### src/rtl/vga_draw_pkg.sv
// Shared types and constants for the VGA draw sequencer.
// Optional feature macro: DRAW_SEQ_CLEAR_OLD_EN (erase old pointer before redraw).
package vga_draw_pkg;

    typedef enum logic [2:0] {
        IDLE,
        LOAD,
        ISSUE,
        WAIT_LOW,
        WAIT_DONE
    } state_t;

    localparam logic [2:0] COL_P0    = 3'b100;
    localparam logic [2:0] COL_P1    = 3'b110;
    localparam logic [2:0] COL_PTR   = 3'b111;
    localparam logic [2:0] COL_ERASE = 3'b000;

    localparam int CELL_PITCH = 8;
    localparam int MAX_COL    = 6;
    localparam int MAX_ROW    = 5;

    typedef struct packed {
        logic       kind;
        logic       player;
        logic [2:0] col;
        logic [2:0] row;
    } req_t;

    function automatic logic [7:0] cell_x(input logic [7:0] org,
                                          input logic [2:0] c);
        return org + 8'(c) * 8'(CELL_PITCH);
    endfunction

    function automatic logic [6:0] cell_y(input logic [6:0] org,
                                          input logic [2:0] r);
        return org + 7'(r) * 7'(CELL_PITCH);
    endfunction

endpackage

### src/rtl/draw_req_fifo.sv
// Synchronous request FIFO with show-ahead read data.
// Push while full is ignored; push and pop may coincide.
module draw_req_fifo #(
    parameter int WIDTH = 8,
    parameter int DEPTH = 4
) (
    input  logic             clk,
    input  logic             rst,
    input  logic             push,
    input  logic [WIDTH-1:0] wdata,
    input  logic             pop,
    output logic [WIDTH-1:0] rdata,
    output logic             full,
    output logic             empty
);
    localparam int AW = (DEPTH > 1) ? $clog2(DEPTH) : 1;

    logic [WIDTH-1:0] mem [DEPTH];
    logic [AW-1:0]    wr_ptr;
    logic [AW-1:0]    rd_ptr;
    logic [AW:0]      count;
    logic             do_push;
    logic             do_pop;

    assign full    = (count == (AW+1)'(DEPTH));
    assign empty   = (count == '0);
    assign do_push = push && !full;
    assign do_pop  = pop && !empty;
    assign rdata   = mem[rd_ptr];

    function automatic logic [AW-1:0] bump(input logic [AW-1:0] p);
        return (p == AW'(DEPTH - 1)) ? '0 : p + 1'b1;
    endfunction

    always_ff @(posedge clk) begin
        if (do_push) mem[wr_ptr] <= wdata;
    end

    always_ff @(posedge clk) begin
        if (rst) begin
            wr_ptr <= '0;
            rd_ptr <= '0;
            count  <= '0;
        end else begin
            if (do_push) wr_ptr <= bump(wr_ptr);
            if (do_pop)  rd_ptr <= bump(rd_ptr);
            case ({do_push, do_pop})
                2'b10:   count <= count + 1'b1;
                2'b01:   count <= count - 1'b1;
                default: count <= count;
            endcase
        end
    end

endmodule

### src/rtl/draw_sequencer_vga.sv
// Queues game draw requests and sequences them into the sprite draw engine.
// Optional feature macro: DRAW_SEQ_CLEAR_OLD_EN (erase old pointer before redraw).
module draw_sequencer_vga
    import vga_draw_pkg::*;
#(
    parameter logic [7:0] X_ORIGIN   = 8'd20,
    parameter logic [6:0] Y_ORIGIN   = 7'd30,
    parameter logic [6:0] POINTER_Y  = 7'd20,
    parameter int         FIFO_DEPTH = 4
) (
    input  logic       clk,
    input  logic       resetn,
    input  logic       req_valid,
    output logic       req_ready,
    input  logic       req_kind,
    input  logic       req_player,
    input  logic [2:0] req_col,
    input  logic [2:0] req_row,
    output logic       go,
    output logic       is_player,
    output logic [7:0] x_base,
    output logic [6:0] y_base,
    output logic [2:0] colour,
    input  logic       done,
    output logic       busy,
    output logic       err
);
    state_t state;
    req_t   in_req;
    req_t   fifo_rdata;
    req_t   cur;
    logic   fifo_full;
    logic   fifo_empty;
    logic   accept;
    logic   bad;
    logic   pop;
    logic [7:0] nx_x;
    logic [6:0] nx_y;
    logic [2:0] nx_c;

`ifdef DRAW_SEQ_CLEAR_OLD_EN
    logic [2:0] last_col;
    logic       pending;
    req_t       held;
    logic       need_erase;
`endif

    assign in_req    = {req_kind, req_player, req_col, req_row};
    assign req_ready = !fifo_full;
    assign accept    = req_valid && req_ready;
    assign bad       = (req_col > 3'(MAX_COL))
                    || (req_kind && (req_row > 3'(MAX_ROW)));
    assign busy      = (state != IDLE);

`ifdef DRAW_SEQ_CLEAR_OLD_EN
    assign pop = (state == LOAD) && !pending;
`else
    assign pop = (state == LOAD);
`endif

    draw_req_fifo #(
        .WIDTH (8),
        .DEPTH (FIFO_DEPTH)
    ) u_fifo (
        .clk   (clk),
        .rst   (resetn),
        .push  (accept && !bad),
        .wdata (in_req),
        .pop   (pop),
        .rdata (fifo_rdata),
        .full  (fifo_full),
        .empty (fifo_empty)
    );

    // The held entry replays the pointer after its erase without a pop.
    always_comb begin
        cur = fifo_rdata;
`ifdef DRAW_SEQ_CLEAR_OLD_EN
        if (pending) cur = held;
        need_erase = !pending && !cur.kind && (cur.col != last_col);
`endif
        nx_x = cell_x(X_ORIGIN, cur.col);
        nx_y = cur.kind ? cell_y(Y_ORIGIN, cur.row) : POINTER_Y;
        nx_c = !cur.kind ? COL_PTR : (cur.player ? COL_P1 : COL_P0);
    end

    always_ff @(posedge clk) begin
        if (resetn) begin
            state     <= IDLE;
            go        <= 1'b0;
            err       <= 1'b0;
            x_base    <= '0;
            y_base    <= '0;
            colour    <= '0;
            is_player <= 1'b0;
`ifdef DRAW_SEQ_CLEAR_OLD_EN
            last_col  <= '0;
            pending   <= 1'b0;
            held      <= '0;
`endif
        end else begin
            err <= accept && bad;
            go  <= 1'b0;
            unique case (state)
                IDLE: begin
                    if (!fifo_empty) state <= LOAD;
                end
                LOAD: begin
                    state <= ISSUE;
                    go    <= 1'b1;
`ifdef DRAW_SEQ_CLEAR_OLD_EN
                    if (need_erase) begin
                        x_base    <= cell_x(X_ORIGIN, last_col);
                        y_base    <= POINTER_Y;
                        colour    <= COL_ERASE;
                        is_player <= 1'b0;
                        pending   <= 1'b1;
                        held      <= cur;
                    end else begin
                        x_base    <= nx_x;
                        y_base    <= nx_y;
                        colour    <= nx_c;
                        is_player <= cur.kind;
                        pending   <= 1'b0;
                        if (!cur.kind) last_col <= cur.col;
                    end
`else
                    x_base    <= nx_x;
                    y_base    <= nx_y;
                    colour    <= nx_c;
                    is_player <= cur.kind;
`endif
                end
                ISSUE: begin
                    state <= WAIT_LOW;
                end
                WAIT_LOW: begin
                    if (!done) state <= WAIT_DONE;
                end
                WAIT_DONE: begin
`ifdef DRAW_SEQ_CLEAR_OLD_EN
                    if (done) state <= pending ? LOAD : IDLE;
`else
                    if (done) state <= IDLE;
`endif
                end
                default: state <= IDLE;
            endcase
        end
    end

endmodule

### config.mk
export PLATFORM = sky130hd
export DESIGN_NAME = draw_sequencer_vga
export DESIGN_NICKNAME = d
export VERILOG_FILES = /design/src/rtl/vga_draw_pkg.sv /design/src/rtl/draw_req_fifo.sv /design/src/rtl/draw_sequencer_vga.sv
export SDC_FILE = /design/constraint.sdc
export NUM_CORES = 1
export LEC_CHECK = 0
export ABC_CLOCK_PERIOD_IN_PS = 5840
export BUFFER_PORTS_ARGS = -buffer_cell sky130_fd_sc_hd__buf_4
export CAP_MARGIN = 20
export CORE_MARGIN = 2
export CORE_UTILIZATION = 60
export DETAILED_ROUTE_END_ITERATION = 12
export PLACE_DENSITY = 0.83
export SETUP_SLACK_MARGIN = 0.5
export SLEW_MARGIN = 20
export SYNTH_ARGS = -nofsm -noshare
export SYNTH_HDL_FRONTEND = slang
export SYNTH_SLANG_ARGS = --single-unit
### constraint.sdc
create_clock -name clk -period 5.84 [get_ports clk]
set_input_delay 1.168 -clock clk [delete_from_list [all_inputs] [get_ports clk]]
set_output_delay 1.168 -clock clk [all_outputs]
set_load 0.02 [all_outputs]
Word-level counts from Yosys, hierarchy flattened
Memory sizes are Yosys's and may differ from the RTL's. A register that Yosys moved wholly into a read port is not among the register bits.
Cells that the tools add are included.
- flip-flop bits (word level): 31
- bits in writable memories: 32
- input port bits: 12
- output and inout port bits: 23
- word-level logic and storage cells: 61
- memories kept: 1
- memory list (memory ; depth ; bits a word ; rd ports ; clocked after Yosys merged registers in ; write ports ; line ; text):
    u_fifo.mem ; 4 ; 8 ; 1 ; 1 ; 1 ; draw_req_fifo.sv:18 ; logic [WIDTH-1:0] mem [DEPTH];
- add/subtract/negate cells: 6
- $lt $le $gt $ge: 2
- equality and inequality tests: 12
- multiplexer cells: 15
- reduce and logical (&&, ||, !) cells: 15
- operators with widths (operator ; count):
    case mux 3 bit (5 select lines) ; 1
    adder 5 x 6 -> 7 bit, first input constant ; 2
    two-way mux 2 bit ; 6
    two-way mux 3 bit ; 3
    two-way mux 7 bit ; 1
    equality test 2 bit, second input constant ; 3
    equality test 3 x 2 -> 1 bit, second input constant ; 2
    equality test 3 bit, second input constant ; 2
    greater-than comparator 3 bit, second input constant ; 2
    logical AND 1 bit ; 6
    logical NOT 3 bit ; 2
    != test 2 bit, second input constant ; 3
    case mux 3 bit (2 select lines) ; 1
    adder 2 x 1 -> 2 bit, second input constant ; 2
    adder 3 x 1 -> 3 bit, second input constant ; 1
    equality test 3 x 1 -> 1 bit, second input constant ; 1
    logical NOT 1 bit ; 3
    two-way mux 1 bit ; 3
    AND reduction 3 bit ; 1
    nonzero test 3 bit ; 1
    subtractor 3 x 1 -> 3 bit, second input constant ; 1
    equality test 2 x 1 -> 1 bit, second input constant ; 1
    nonzero test 2 bit ; 1
    logical OR 1 bit ; 1

Depth between registers and ports, before layout
Gate-level depths: netlist of the first run.
- word-level depth: 8
- gate-level depth with buffers: 10
- depth with buffers taken out: 10

Cells and area by module
A second synthesis of the first run with hierarchy kept.
- cells, all modules: 184
- area total of the unflattened synthesis: 2389.8 um2
- modules (own cells, without submodules) (module ; instances ; cells an instance ; area each (um2) ; sequential area each (um2)):
    draw_req_fifo ; 1 ; 96 ; 1647.8 ; 1141.1
    draw_sequencer_vga ; 1 ; 88 ; 742.0 ; 340.3

Worst setup path after synthesis of the first run
No wires, ideal clock.
- path kind: input to register
- start point: in req_col[0]
- end point: reg u_fifo.count[2]
- library setup time: 0.071 ns
- arrival time: 2.596 ns
- required time: 5.769 ns
- slack: 3.173 ns
- cell stages on the path: 10
- path buffers: 0
- path through: nand3_1 > nand2_1 > nor2_1 > inv_1 > ha_1 > inv_1 > fa_1 > xor2_1 > or3_1 > a21oi_1
- longest elaborated chain between the ends: 7
- elaborated cells on any way between the ends: 9
- classes of those cells: 1 x order compare; 2 x eq/ne; 1 x mux; 5 x reduce/logical
- ends and longest elaborated chain (what ; line ; text):
    start, declared ; draw_sequencer_vga.sv:17 ; input logic [2:0] req_col,
    greater-than comparator 3 bit (*) ; draw_sequencer_vga.sv:51 ; assign bad = (req_col > 3'(MAX_COL))
    logical OR 1 bit (*) ; draw_sequencer_vga.sv:52 ; || (req_kind && (req_row > 3'(MAX_ROW)));
    logical NOT 1 bit (*) ; draw_sequencer_vga.sv:67 ; .push (accept && !bad),
    logical AND 1 bit (*) ; draw_sequencer_vga.sv:67 ;
    logical AND 1 bit (*) ; draw_req_fifo.sv:27 ; assign do_push = push && !full;
    equality test 2 x 1 -> 1 bit / equality test 2 bit (equally long branches) ; draw_req_fifo.sv:47 ; case ({do_push, do_pop})
    case mux 3 bit (2 select lines) / nonzero test 2 bit (equally long branches) ; - ;
    end signal, assigned ; draw_req_fifo.sv:48 ; 2'b10: count <= count + 1'b1;
    end signal, assigned ; draw_req_fifo.sv:49 ; 2'b01: count <= count - 1'b1;
    end signal, assigned ; draw_req_fifo.sv:50 ; default: count <= count;
    end, declared ; draw_req_fifo.sv:21 ; logic [AW:0] count;
Every way passes the cells marked *; elsewhere a longest branch is shown, timed or not.
A chain may end at the register's enable or synchronous reset.

Final worst setup path of the first run
- start point: in req_col[1]
- end point: reg u_fifo.count[2]
The elaborated chain is that of the path after synthesis.

==> results.md, run 1 <==
* Slew @ Worst Pin at 0.518 ns
* Ys async rst share at 0%
* Slew Limit Fails at 0
* WL per Instance at 14.9 microns
* Post-CTS setup buffers at 0
* Setup Skew at around 0.0077 ns
* First-pass GRT wire length at 6510 microns
* Number of fill cells at 282
* Die height at 67.4 microns
* Main flop type after synthesis: edfxtp_1
* Fin nets at 240
* Post-CTS Hold Buffers at 0
* Inserted Diodes at 0
* Core area at approximately 0.0039 sq mm
* Tmin final at between 2 and 3 ns
* Post-synth top area cell: edfxtp_1
* Gr usage total at 20.9%
* Vias in the first global route at 1398
* Clock Tree Buf Depth at 2
* DP Worst Slack at 2.87 ns
* Cell count after synthesis at 188
* Worst skew pair latency at 0.34 ns
* DR iter-0 viols at 106
* Area growth, synth to finish at 18.5%
* Clk sink count at 58
* Setup crit start kind: input port
* Routed WL at 4070 microns
* DRC at 0
* Yosys warnings at 0
* Final Cell Area at around 0.0029 sq mm
* Mapped Area at 0.00241 sq mm
* Setup TNS at 0 ns
* Max-cap violations at 0
* CTS tree: done
* Total number of vias at 1485
* Largest net degree at the start of global routing at 26
* Sequential cell area at 0.00148 sq mm
* Post-CTS sizing at 0
* Ratio of final minimum period to clock period at 44.8%
* Post-route ant nets at 0
* Root buffer cell: clkbuf_8
* Initial antenna violation count at 0
* CP Capture Type: register
* Final hold viol count at 0
* Starting Density at around three fifths
* DRT Pass-1 Iters at 4
* Synth cell count leaders: edfxtp_1 (32), dfxtp_1 (26), nor2_1 (19)
* Number of flops mapped to enable cells by yosys at 32
* Dpl hpwl at approximately 2700 microns
* Area of the multi-input gates at 815 sq um
* Final setup vio count at 0
* Critical path class: in -> reg
* Worst Hold Class: reg -> reg
* Static Leak at about 1.1 nW
* Max VDD drop at 0.000283 V
* FMAX at approximately 380 MHz
* Final worst-path setup slack at 3.22 ns
* Port Buffers at 30
* Seq/Total Area, Yosys at 61.3%
* Final Util at 72.6%
* Die X at 67.4 microns
* GPL Wtd Cong at slightly above 0.7
* Library cells used by synthesis at 39
* Crit path DAT at 2.88 ns
* Placed cell area at about 0.0026 sq mm
* I/O pin cnt at 35
* Core Rows at 23
* Post-route insts no fill at roughly 270
* Inst Count DP at 258
* Global route overflow at 0
* Worst-path clk slew at 0.07 ns
* Post-synthesis area per instance at 12.8 sq um
* CTS buffer count at 9
* Slew Limit Headroom at between 60% and 70%
* Max FO, Critical Path at 5
* H-tree depth at 3
* Outcome: complete, no violations
* Dominant cells by area after synthesis: edfxtp_1 (40%), dfxtp_1 (22%), mux4_1 (6.5%)
* Yosys reg bits at 58
* Power Density at 422 mW/mm^2
* WP data required at 6.10 ns
* RSZ-0062 raised after global routing: no
* Most numerous cell in the Yosys netlist: edfxtp_1
* Via/cell ratio at 5.42
* Die area at 0.00455 sq mm
* Area fraction of the dominant cell type after synthesis at 39.8%
* Share of layout cells above drive strength 1 at between 20% and 30%
==> per-stage QoR <==
stage	power [mW]	hold WS [ns]
floorplan	0.716	0.467
finish	1.21	0.459
global placement	0.785	0.441
global route	1.27	0.482
detailed placement	0.792	0.452
CTS	1.22	0.459
==> cell usage in the layout (no fill, tap or decap), types with 2 or more instances in the layout <==
cell	count
nand2_1	14
dfxtp_1	26
edfxtp_1	32
a21oi_1	13
mux4_2	2
o21ai_0	6
ha_1	8
clkbuf_8	12
nand3_1	5
bufinv_16	2
inv_1	9
nor3b_1	2
xor2_1	2
buf_4	31
mux4_1	6
nor2_1	19
and2_1	5
conb_1	4
nor3_1	5
or3_1	2
==> where the power goes <==
| group | total (mW) | switching, mW | leakage [nW] | internal (mW) |
|---|---|---|---|---|
| sequential | 0.516 | 0.0368 | 0.504 | 0.479 |
| combinational | 0.265 | 0.149 | 0.463 | 0.116 |
| clock | 0.428 | 0.154 | 0.119 | 0.274 |
| total | 1.21 | 0.340 | 1.09 | 0.869 |
==> path summary, 6_finish.rpt <==
check	slack, ns	cells after the start	start	to
setup / recovery	3.22	11	req_col[1]	u_fifo.count[2]$_SDFFE_PP0P_
hold / removal	0.46	2	y_base[3]$_SDFFE_PP0P_	y_base[3]$_SDFFE_PP0P_
setup reg to reg	3.24	8	state[0]$_SDFFE_PP0P_	u_fifo.count[2]$_SDFFE_PP0P_
hold reg to reg	0.46	2	y_base[3]$_SDFFE_PP0P_	y_base[3]$_SDFFE_PP0P_
==> per-layer routing <==
metal / vias to the layer above / wire [microns] / track usage (%)
met5: - / 0 / 0
met4: 0 / 77 / 9.95
met3: 6 / 239 / 9.00
met2: 51 / 1970 / 33.3
met1: 697 / 1780 / 24.2
li1: 731 / - / -
==> critical path, stage by stage <==
cell and delay (ns):
buf_4 0.11, nand3_1 0.10, nand2_1 0.13, nor2_1 0.09, inv_1 0.06, ha_1 0.17, inv_1 0.06, fa_1 0.37
xor2_1 0.16, or3_1 0.30, a21oi_1 0.16
==> cell families after synthesis <==
logic type	share of synthesized area, %
AND/OR/NAND/NOR	12.5
flip-flops	61.3
AO/OA/AOI/OAI	6.11
buffers and inverters	5.39
adder cells (fa/ha/maj)	4.97
multiplexers	8.39
XOR/XNOR	1.09
other	0.155
==> state kept, by name, summed over array words and instances, names as in the netlist, 2 cells and up, named ones only <==
register and cells:
x_base 5, u_fifo.rd_ptr 2, state 3, colour 2
u_fifo.wr_ptr 2, u_fifo.count 3, y_base 5, u_fifo.mem 32
==> area by class of cell <==
type | count | area share [%]
Clock buffer | 12 | 5.77
Clock inverter | 4 | 2.53
Inverter | 9 | 1.18
Multi-Input combinational cell | 110 | 28.5
Sequential cell | 58 | 51.7
Tap cell | 50 | 2.19
Timing Repair Buffer | 31 | 8.13
Power figures use the tool's default switching activity.
==> inputs of run 2 (changes only) <==
- ABC_AREA: not set -> 1
- ABC_CLOCK_PERIOD_IN_PS: 5840 -> 2200
- CORE_UTILIZATION: 60 -> 51
- PLACE_DENSITY: 0.83 -> 0.75
- clock period: 5.84 -> 2.2 ns (I/O delays scaled with it)
==> results.md, run 2 <==
* Outcome: complete, no violations (unchanged)
* R2R setup slack at 0.45 ns (was 3.24 ns)
* Worst Hold Class: in -> reg (was reg -> reg)
* Main flop type after synthesis: edfxtp_1 (unchanged)
* Final setup vio count at 0 (unchanged)
* Max FO, Critical Path at 4 (was 5)
* Number of fill cells at 361 (was 282)
* Via/cell ratio at 5.07 (was 5.42)
* WL per Instance at 13.6 microns (was 14.9 microns)
* Post-route insts no fill at 345 (was 274)
* Dpl hpwl at 3150 microns (was 2670 microns)
* Area fraction of the dominant cell type after synthesis at 39.1% (was 39.8%)
* WP data required at 2.42 ns (was 6.10 ns)
* Inst Count DP at 321 (was 258)
* Die area at 0.00539 sq mm (was 0.00455 sq mm)
* First-pass GRT wire length at 7530 microns (was 6510 microns)
* Sum of buffers and inverters on the critical path at 3 (unchanged)
* CTS tree: done (unchanged)
* Crit path DAT at 1.98 ns (was 2.88 ns)
* Top delay family on crit path: adder cells (was simple AND/OR/NAND/NOR gates)
* Fin nets at 307 (was 240)
* Core area at 0.00469 sq mm (was 0.00394 sq mm)
* Clk sink count at 58 (unchanged)
* Worst-path clk slew at 0.06 ns (was 0.07 ns)
* Final Power at 3.51 mW (was 1.21 mW)
* Cell count after synthesis at 241 (was 188)
* Max reg flops at 32 (unchanged)
* Yosys reg bits at 58 (unchanged)
* FMAX at 570 MHz
* Library cells used by synthesis at 30 (was 39)
* Slew Limit Fails at 0 (unchanged)
* Mapped Area at 0.00246 sq mm (was 0.00241 sq mm)
* Starting Density at 52.4% (was 61.3%)
* Setup crit start kind: register (was input port)
* Critical path class: reg -> reg (was in -> reg)
* Seq/Total Area, Yosys at 60.2% (was 61.3%)
* Tmin final at between 1.5 and 2 ns
* Static Leak at 1.31 nW (was 1.09 nW)
* Yosys warnings at 0 (unchanged)
* CTS buffer count at 9 (unchanged)
* Post-route ant nets at 0 (unchanged)
* DRT Pass-1 Iters at 4 (unchanged)
* Largest stage delay, worst path at 0.51 ns (was 0.37 ns)
* Inserted Diodes at 0 (unchanged)
* HP Start: req_row[0] (was y_base[3]$_SDFFE_PP0P_)
* Max VDD drop at 0.000490 V (was 0.000283 V)
* Root buffer cell: clkbuf_8 (unchanged)
* GPL Wtd Cong at 0.764 (was 0.712)
* WHS Path Cells at 1 (was 2)
* Ratio of final minimum period to clock period at 79.7%
* Post-CTS Hold Buffers at 0 (unchanged)
* Reg-to-reg critical path endpoint: u_fifo.count[1]$_SDFFE_PP0P_ (was u_fifo.count[2]$_SDFFE_PP0P_)
* DR iter-0 viols at 54 (was 106)
* Gr usage total at 19.5% (was 20.9%)
* Largest net degree at the start of global routing at 16 (was 26)
* Total number of vias at 1749 (was 1485)
* Critical register-to-register path startpoint: state[0]$_SDFFE_PP0P_ (unchanged)
* Most numerous cell in the Yosys netlist: nand2_1 (was edfxtp_1)
* Most frequent cells in the layout: buf_4 (44), nand2_1 (39), edfxtp_1 (32) (was edfxtp_1 (32), buf_4 (31), dfxtp_1 (26))
* Port Buffers at 30 (unchanged)
* Core Rows at 25 (was 23)
* RSZ-0062 raised after global routing: yes (was no)
* Setup TNS at 0 ns (unchanged)
* Routed WL at 4690 microns (was 4070 microns)
* Post-synthesis area per instance at 10.2 sq um (was 12.8 sq um)
* Dominant cells by area after synthesis: edfxtp_1 (39%), dfxtp_1 (21%), nand2_1 (6.0%) (was edfxtp_1 (40%), dfxtp_1 (22%), mux4_1 (6.5%))
* Number of flops mapped to enable cells by yosys at 32 (unchanged)
* Global route overflow at 0 (unchanged)
* Critical path, cell by cell: inv_2, nor3_4, inv_4, nor2_8, ha_4, inv_4, fa_2, nor2_1, a21oi_1, nor2_1 (was buf_4, nand3_1, nand2_1, nor2_1, inv_1, ha_1, inv_1, fa_1, xor2_1, or3_1, a21oi_1)
* Max-cap violations at 0 (unchanged)
* Worst skew pair latency at 0.33 ns (was 0.34 ns)
* Reg with most FFs: u_fifo.mem (unchanged)
* Die X at 73.5 microns (was 67.4 microns)
* Top flop regs: u_fifo.mem: 32 flops, x_base: 5 flops, y_base: 5 flops (unchanged)
* Vias in the first global route at 1689 (was 1398)
* Most common cell after layout, fill and taps aside: buf_4 (was edfxtp_1)
* H-tree depth at 3 (unchanged)
* Post-synth top area cell: edfxtp_1 (unchanged)
* Final Util at 64.7% (was 72.6%)
* Die height at 73.5 microns (was 67.4 microns)
* DRC at 0 (unchanged)
* R2R depth at 10 (was 8)
* CP Capture Type: register (unchanged)
* Ys async rst share at 0% (unchanged)
* Initial antenna violation count at 0 (unchanged)
* Power Density at 1160 mW/mm^2 (was 422 mW/mm^2)
* Final hold viol count at 0 (unchanged)
* Setup Skew at 0.00899 ns (was 0.00772 ns)
* Area growth, synth to finish at 23.4% (was 18.5%)
* Synth cell count leaders: nand2_1 (39), edfxtp_1 (32), inv_1 (28) (was edfxtp_1 (32), dfxtp_1 (26), nor2_1 (19))
* Worst Hold Endpoint: u_fifo.mem[3][0]$_DFFE_PP_ (was y_base[3]$_SDFFE_PP0P_)
* Share of layout cells above drive strength 1 at 28.5% (was 23.7%)
* I/O pin cnt at 35 (unchanged)
* Worst path slowest cell: fa_2 (was fa_1)
* Clock Tree Buf Depth at 2 (unchanged)
==> run 2: cell count changes after synthesis, moves of 4 or more <==
| cell | before | now |
|---|---|---|
| and2_1 | 5 | 0 |
| inv_1 | 9 | 28 |
| mux4_1 | 6 | 0 |
| nand2_1 | 14 | 39 |
| nand3_1 | 5 | 15 |
| nand4_1 | 1 | 5 |
| nor3_1 | 5 | 0 |
| o21ai_0 | 6 | 16 |
==> run 2: layout make-up <==
type | count | area (sq um) | share of cell area, %
inverter | 32 | 125 | 4.12
clock inverter | 3 | 16.3 | 0.536
tap | 54 | 67.6 | 2.23
clock buffer | 13 | 191 | 6.31
timing repair buffer | 45 | 342 | 11.3
sequential | 58 | 1490 | 49.1
multi-input combinational | 140 | 803 | 26.5
==> run 2: repair_timing <==
| item | CTS | global route |
|---|---|---|
| pin swaps | 4 | 2 |
| endpoints found under the setup margin | 2 | 37 |
| resized for setup | 8 | 5 |
| setup buffers | 5 | 3 |
==> run 2: through the flow <==
stage	hold slack, ns	setup WS [ns]	area (sq um)
2_1_floorplan	0.454	0.154	2490
3_3_place_gp	0.458	0.310	2740
3_5_place_dp	0.461	0.276	2740
4_1_cts	0.299	0.463	3010
5_1_grt	0.299	0.348	3040
6_report	0.312	0.447	3040
==> run 2: kinds of logic (layout without fill, tap and decap cells) <==
group	after synthesis	after routing	synth area share [%]
fa+ha+maj	9	9	4.88
flops	58	58	60.2
compound gates	43	43	10.5
buf+inv	46	93	8.85
other cells	1	4	0.152
simple gates	84	84	15.4
==> run 2: metal layers <==
metal	GRT usage [%]	up-vias	wire, microns	part of all wire (%)
li1	-	890	-	-
met1	22.5	810	1970	42
met2	32.0	37	2420	52
met3	3.98	12	164	3.5
met4	13.7	0	134	2.9
met5	0	-	0	0
==> run 2: worst register-to-register path, stage by stage (launching register included) <==
cell     delay, ns
dfxtp_2       0.36
inv_2         0.06
nor3_4        0.17
inv_4         0.08
nor2_8        0.10
ha_4          0.14
inv_4         0.03
fa_2          0.51
nor2_1        0.04
a21oi_1       0.11
nor2_1        0.06
==> run 2: power breakdown <==
group / total [mW] / internal [mW] / switching [mW]
Sequential: 1.43 / 1.32 / 0.115
Clock: 0.976 / 0.574 / 0.403
Combinational: 1.10 / 0.450 / 0.654
Total: 3.51 / 2.34 / 1.17
==> run 2: how the worst max path moves through the flow <==
stage | from | endpoint | slack [ns] | depth (start not counted)
2_1_floorplan | state[0]$_SDFFE_PP0P_ | u_fifo.count[1]$_SDFFE_PP0P_ | 0.15 | 11
3_3_place_gp | state[0]$_SDFFE_PP0P_ | u_fifo.count[2]$_SDFFE_PP0P_ | 0.31 | 11
3_5_place_dp | state[0]$_SDFFE_PP0P_ | u_fifo.count[2]$_SDFFE_PP0P_ | 0.28 | 11
4_1_cts | state[1]$_SDFFE_PP0P_ | u_fifo.count[1]$_SDFFE_PP0P_ | 0.46 | 9
5_1_grt | state[0]$_SDFFE_PP0P_ | u_fifo.count[1]$_SDFFE_PP0P_ | 0.35 | 10
6_report | state[0]$_SDFFE_PP0P_ | u_fifo.count[1]$_SDFFE_PP0P_ | 0.45 | 10
